==> src/rtl/or_nway_accum.sv <==
// Streaming bitwise-OR reducer: pairwise a|b per beat, or an OR-fold
// of a frame of up to MAX_WORDS beats, behind valid/ready handshakes.
module or_nway_accum #(
  parameter int WIDTH     = 16,
  parameter int MAX_WORDS = 8,
  parameter int CNT_W     = 4
) (
  input  logic             clk,
  input  logic             reset,
  input  logic             mode,
  input  logic             in_valid,
  output logic             in_ready,
  input  logic [WIDTH-1:0] a,
  input  logic [WIDTH-1:0] b,
  input  logic             in_last,
  output logic             out_valid,
  input  logic             out_ready,
  output logic [WIDTH-1:0] out_data,
  output logic             out_any,
  output logic [CNT_W-1:0] out_count
);

  typedef enum logic [1:0] {
    IDLE,
    ACCUM,
    EMIT
  } state_t;

  localparam logic [CNT_W-1:0] MAXW = CNT_W'(MAX_WORDS);
  localparam logic [CNT_W-1:0] ONE  = CNT_W'(1);

  state_t           state, state_n;
  logic [WIDTH-1:0] acc, acc_n;
  logic [CNT_W-1:0] cnt, cnt_n;
  logic             accept;
  logic             load;
  logic [WIDTH-1:0] load_data;
  logic [CNT_W-1:0] load_cnt;
  logic [WIDTH-1:0] ab;

  // Next-state, accumulator update and result-load decision.
  always_comb begin
    state_n   = state;
    acc_n     = acc;
    cnt_n     = cnt;
    load      = 1'b0;
    load_data = '0;
    load_cnt  = '0;
    ab        = a | b;
    in_ready  = (state != EMIT) &&
                (!out_valid || out_ready);
    accept    = in_valid && in_ready;
    unique case (state)
      IDLE: begin
        if (accept) begin
          if (!mode) begin
            load      = 1'b1;
            load_data = ab;
            load_cnt  = ONE;
          end else begin
            acc_n = ab;
            cnt_n = ONE;
            if (in_last || MAX_WORDS == 1)
              state_n = EMIT;
            else
              state_n = ACCUM;
          end
        end
      end
      ACCUM: begin
        if (accept) begin
          acc_n = acc | ab;
          cnt_n = cnt + ONE;
          if (in_last || cnt_n == MAXW)
            state_n = EMIT;
        end
      end
      EMIT: begin
        if (!out_valid || out_ready) begin
          load      = 1'b1;
          load_data = acc;
          load_cnt  = cnt;
          acc_n     = '0;
          cnt_n     = '0;
          state_n   = IDLE;
        end
      end
      default: state_n = IDLE;
    endcase
  end

  // State, accumulator and output register update.
  always_ff @(posedge clk) begin
    if (reset) begin
      state     <= IDLE;
      acc       <= '0;
      cnt       <= '0;
      out_valid <= 1'b0;
      out_data  <= '0;
      out_any   <= 1'b0;
      out_count <= '0;
    end else begin
      state <= state_n;
      acc   <= acc_n;
      cnt   <= cnt_n;
      if (load) begin
        out_valid <= 1'b1;
        out_data  <= load_data;
        out_any   <= |load_data;
        out_count <= load_cnt;
      end else if (out_ready) begin
        out_valid <= 1'b0;
      end
    end
  end

endmodule

==> config.mk <==
export PLATFORM = sky130hd
export DESIGN_NAME = or_nway_accum
export DESIGN_NICKNAME = d
export VERILOG_FILES = /design/src/rtl/or_nway_accum.sv
export SDC_FILE = /design/constraint.sdc
export NUM_CORES = 1
export LEC_CHECK = 0
export ABC_AREA = 1
export CORE_MARGIN = 8
export CORE_UTILIZATION = 35
export CTS_CLUSTER_DIAMETER = 200
export DETAILED_ROUTE_END_ITERATION = 10
export MAX_ROUTING_LAYER = met4
export PLACE_DENSITY_LB_ADDON = 0.12
export RECOVER_POWER = 25
export SYNTH_ARGS = -nofsm -noshare
export SYNTH_HDL_FRONTEND = slang
export SYNTH_SLANG_ARGS = --single-unit
==> constraint.sdc <==
create_clock -name clk -period 2.7 [get_ports clk]
set_clock_uncertainty 0.2 [all_clocks]
set_input_delay 0.27 -clock clk [delete_from_list [all_inputs] [get_ports clk]]
set_output_delay 0.27 -clock clk [all_outputs]
set_load 0.03 [all_outputs]
==> results of run 1 <==
==> critical path, cell delays in order, from the launching register on <==
cell and delay, ns:
dfxtp_1 0.40, inv_1 0.08, ha_1 0.32, a21oi_4 0.22, clkdlybuf4s50_1 0.71
==> synthesized netlist by cell type <==
library cell  count
a211oi_2          4
a21oi_1          26
a21oi_2           7
a21oi_4           1
a31oi_1           1
buf_2             4
buf_6             5
clkbuf_1          7
dfxtp_1          44
ha_1              5
inv_1            34
inv_2             1
inv_4             2
nand2_1          77
nand2_2           1
nand3_1           6
nand4_1          11
nand4_4           1
nor2_1           51
nor2_2            1
nor2_4            1
nor3_1            1
o21ai_0          30
o21ai_2           1
o21ai_4           1
o21bai_1          2
o22ai_1           1
or2_2            14
xor2_1            1
==> report_power, final <==
part | total (W) | switching (W) | internal, W
logic | 0.00164 | 0.00105 | 0.000588
clock network | 0.000425 | 0.000216 | 0.000209
registers | 0.000979 | 0.000124 | 0.000854
==> sequential cells by signal, summed over array words and instances (netlist names) <==
name	flops
acc	16
out_data	16
cnt	4
out_count	4
state	2
out_any	1
out_valid	1
==> cell families (layout without fill, tap and decap cells) <==
group                    after synthesis  after routing  share of synthesized area [%]
adder cells (fa/ha/maj)                5              5                           2.63
AO/OA/AOI/OAI                         74             74                           19.4
XOR/XNOR                               1              1                          0.369
flip-flops                            44             44                           37.1
AND/OR/NAND/NOR                      164            164                           30.2
buffers and inverters                 53            112                           10.4
==> worst min path at each step <==
stage | slack [ns] | cells past startpoint | startpoint | to
2_1_floorplan | 0.24 | 2 | cnt[3] | out_count[3]
3_3_place_gp | 0.25 | 2 | out_count[3] | out_count[3]
3_5_place_dp | 0.26 | 2 | out_count[1] | out_count[1]
4_1_cts | 0.27 | 2 | out_count[1] | out_count[1]
5_1_grt | 0.29 | 2 | out_data[11] | out_data[11]
6_report | 0.27 | 2 | out_data[11] | out_data[11]
==> final cells by class <==
cell class	instances	area, um2	share of cell area (%)
Timing Repair Buffer	67	653	21.0
Sequential cell	44	881	28.3
Tap cell	80	100	3.21
Clock buffer	8	90.1	2.89
Multi-Input combinational cell	244	1250	40.1
Inverter	37	144	4.62
==> placed cells by master, fill, tap and decap left out, types with 4 or more instances in the layout <==
cell type and count:
nand3_1 6, nand4_1 11, o21ai_0 30, inv_1 34, a21oi_2 7, a211oi_2 4, clkdlybuf4s50_1 46, dfxtp_1 44
dlygate4sd3_1 14, clkbuf_8 6, or2_2 14, nand2_1 77, buf_4 7, nor2_1 51, ha_1 5, a21oi_1 26
==> stage by stage <==
step | instances | setup WS (ns)
CTS | 480 | 0.180
global placement | 472 | 0.413
finish | 480 | 0.195
global route | 480 | 0.117
floorplan | 341 | 0.741
detailed placement | 472 | 0.423
==> layer usage <==
layer,vias to the layer above,wire length [um],track usage [%]
li1,1208,-,-
met1,1019,3140,17.2
met2,59,2930,22.8
met3,9,317,3.41
met4,0,80,4.49
met5,-,0,-
==> results.yml, run 1 <==
run_status:
  status: "finished clean"
global_routing:
  grt_max_degree: 39
  antenna_found_initial: 0
  grt_remaining_overflow: 0
  grt_pass1_wl_um: 11000
  grtUsageTotal_pct: 14.2
  grt_pass1_vias: 2377
floorplanning:
  row_count: 30
  die_y_um: 98.4
  io_pins: 61
  initial_core_util_pct: 35.6
  die_w_um: 98.4
  coreArea_mm2: 0.00668
  dieArea_mm2: 0.00968
placed_design:
  placed_area_mm2: 0.00303
  portBuffers: 60
  hpwlAfterDp_um: 4650
  gp_congestion: 0.763
timing:
  period_needed_ns: 2.50
  setup_viol: 0
  post-route-period-util_pct: 92.8
  tns_ns: 0
  hold_ws_ns: 0.266
  drv_slew: 0
  rsz0062_at_grt: "no"
  max-slew-margin-rel_pct: 71.0
  finalHoldViolCount: 0
  worstMarginPinSlew_ns: 0.436
  fmax_mhz: 399
worst_setup_path:
  worstSetupPathType: "flop to output port"
  r2r-end: "out_data[13]"
  critPathRequiredTime_ns: 2.23
  rr_worst_depth: 9
  crit_end: "in_ready"
  critPathLaunch: "state[0]"
  critPathMaxFanout: 5
  r2r_slack_ns: 0.53
  cp_data_arrival_time_ns: 2.03
  critPathCaptureType: "output port"
  startpoint_type: "flop"
  reg2reg_from: "state[0]"
power:
  ir_drop_mv: 0.329
  total_power_w: 0.00304
  power.leakage_nw: 1.39
  p_per_area_mw_per_mm2: 976
route:
  firstDrtPassIters: 4
  antenna_left: 0
  via_per_inst: 4.78
  drt-wirelength-per-cell_um: 13.5
  remaining_drc_errors: 0
  wl_um: 6470
  route.vias.total: 2295
  first_iter_violations: 121
clock_tree:
  numCtsBuffers: 5
  cts.sink_count: 44
  post_cts_buffers: 0
  clockBufferDepth: 2
  root_buffer: "clkbuf_8"
  cts_tree: "yes"
  worstSkewPairLatency_ns: 0.30
  cts_hold_repair.buffers: 0
  clk_pin_slew_ns: 0.08
  htreeDepth: 2
  ctsResizeCount: 0
layout:
  fin_util_pct: 46.6
  area_growth_pct: 31.2
  n_antenna_cell: 0
  fin_area_mm2: 0.00312
  drive_above_1_share_pct: 12.0
  nets: 442
  n_fill_cell: 719
synthesis:
  seq_area_frac_synth_pct: 37.1
  synth_seq_cells: 44
  syn_inst: 341
  synth_area_per_cell_um2: 6.97
  yosysWarnings: 0
  syn_area_mm2: 0.00238
  syn-num-nets: 384
  synth_area_leaders: "dfxtp_1 37%, nand2_1 12%, nor2_1 8.1%"
  synth_top_cell_area_share_pct: 37.1
  synth_top_area_cell: "dfxtp_1"
  yosysUniqueCellTypes: 29
run:
  max-cap-violations: 0
min_path:
  hold_class: "flop to flop"
Note: power is estimated with default switching activity, not from simulation.
==> run 2: changes to the inputs <==
Settings changed: CORE_MARGIN 8 to not set.
Clock period 2.7 ns to 3.2 ns, I/O delays scaled along.
==> run 2 against run 1 <==
Against the previous run: the run now ends with design-rule violations left; count of clock-buffer cells in the layout is the same; first-iteration DRC count grew 11%; worst hold slack is essentially flat; cell area shrank 0.84%; global-route usage grew 3.9 points; power shrank 16%; die area shrank 26%; sequential share of layout area grew 0.24 points; sequential cell count is the same; critical endpoint unchanged.
==> results.yml, run 2 (synthesis gave the netlist of run 1 again) <==
clock_tree:
  cts.sink_count: 44
  cts_hold_repair.buffers: 0
  clk_pin_slew_ns: 0.09
  ctsResizeCount: 0
  cts_tree: "yes"
  post_cts_buffers: 0
  htreeDepth: 2
  clockBufferDepth: 2
  worstSkewPairLatency_ns: 0.31
  root_buffer: "clkbuf_8"
  numCtsBuffers: 5
route:
  wl_um: 6120
  via_per_inst: 4.85
  antenna_left: 0
  route.vias.total: 2300
  remaining_drc_errors: 6
  firstDrtPassIters: 7
  drt-wirelength-per-cell_um: 12.9
  first_iter_violations: 134
layout:
  layout_common_cells: "77 x nand2_1, 51 x nor2_1, 44 x dfxtp_1, 44 x clkdlybuf4s50_1, 34 x inv_1"
  area_growth_pct: 30.1
  fin_util_pct: 47.8
  final_common_cell: "nand2_1"
  instances_no_fill: 474
  multi_input_area_mm2: 0.00125
  n_antenna_cell: 0
  regArea_um2: 881
  nets: 439
  drive_above_1_share_pct: 11.3
  top_regs: "acc x16, out_data x16"
  n_fill_cell: 675
timing:
  finalHoldViolCount: 0
  post-route-period-util_pct: 79.8
  tns_ns: 0
  max-slew-margin-rel_pct: 59.5
  hold_ws_ns: 0.267
  drv_slew: 0
  fmax_mhz: 392
  rsz0062_at_grt: "no"
  worstMarginPinSlew_ns: 0.607
  period_needed_ns: 2.55
  setup_viol: 0
run_status:
  status: "finished, violations left"
  failed_checks: "design-rule violations"
floorplanning:
  initial_core_util_pct: 36.8
  dieArea_mm2: 0.00712
  die_y_um: 84.4
  die_w_um: 84.4
  coreArea_mm2: 0.00646
  row_count: 29
  io_pins: 61
worst_setup_path:
  worst_path_largest_cell_delay_ns: 0.70
  cpMaxStageDelayCell: "clkdlybuf4s50_1"
  worstSetupPathType: "flop to output port"
  critPathCaptureType: "output port"
  worstPathCellList: "inv_1, ha_1, a21oi_4, clkdlybuf4s50_1"
  crit_family: "buffers and inverters"
  cp_data_arrival_time_ns: 2.03
  critPathMaxFanout: 5
  worst-path-buf-inv: 2
  startpoint_type: "flop"
  critPathRequiredTime_ns: 2.68
global_routing:
  antenna_found_initial: 0
  grtUsageTotal_pct: 18.1
  grt_pass1_vias: 2099
  grt_pass1_wl_um: 9980
  grt_remaining_overflow: 0
  grt_max_degree: 40
power:
  p_per_area_mw_per_mm2: 829
  clockPowerShare_pct: 14.7
  total_power_w: 0.00256
  internal-power_w: 0.00138
  combPwrFrac_pct: 52.9
  switching_share_pct: 46.2
  netSwitchingPower_w: 0.00118
  power.leakage_nw: 1.38
  ir_drop_mv: 0.309
  pwr-share-seq_pct: 32.4
min_path:
  hold_class: "flop to flop"
placed_design:
  gp_congestion: 0.797
  portBuffers: 60
  dpl.cell_count: 466
  hpwlAfterDp_um: 4280
run:
  max-cap-violations: 0
-- run 2: per-stage QoR --
stage	area, um2	worst slack [ns]
floorplan	2380	1.24
global placement	3000	0.753
detailed placement	3000	0.715
CTS	3090	0.648
global route	3090	0.490
finish	3090	0.647
-- run 2: final cells by class --
cell class	instances	share of cell area [%]
sequential	44	28.5
tap	77	3.12
clock buffer	8	2.91
multi-input combinational	244	40.4
inverter	37	4.66
timing repair buffer	64	20.4
-- run 2: worst paths after layout --
kind | from | end | slack [ns] | cells past startpoint
hold / removal | out_data[11] | out_data[11] | 0.27 | 2
setup reg to reg | state[0] | acc[4] | 0.69 | 8
hold reg to reg | out_data[11] | out_data[11] | 0.27 | 2
setup / recovery | state[0] | in_ready | 0.65 | 4
-- run 2: tightest hold or removal path: stages, from the launching register on --
cell and delay (ns):
dfxtp_1 0.31, nand2_1 0.06, a21oi_1 0.06
-- run 2: layer usage --
layer	GRT usage (%)	up-vias	share of wire, %	wire [um]
met2	29.1	60	47	2860
met4	6.01	0	1.7	104
met5	-	-	0	0
met3	3.74	10	4.4	271
li1	-	1198	-	-
met1	22.7	1032	47	2890
-- run 2: power groups by stage --
stage / Combinational (W) / Sequential (W) / Clock (W)
after floorplan: 0.000851 / 0.000981 / 0
after global routing: 0.00150 / 0.000854 / 0.000400
after detailed placement: 0.00137 / 0.000843 / 0
after global placement: 0.00136 / 0.000842 / 0
after CTS: 0.00138 / 0.000832 / 0.000380
final: 0.00136 / 0.000829 / 0.000378
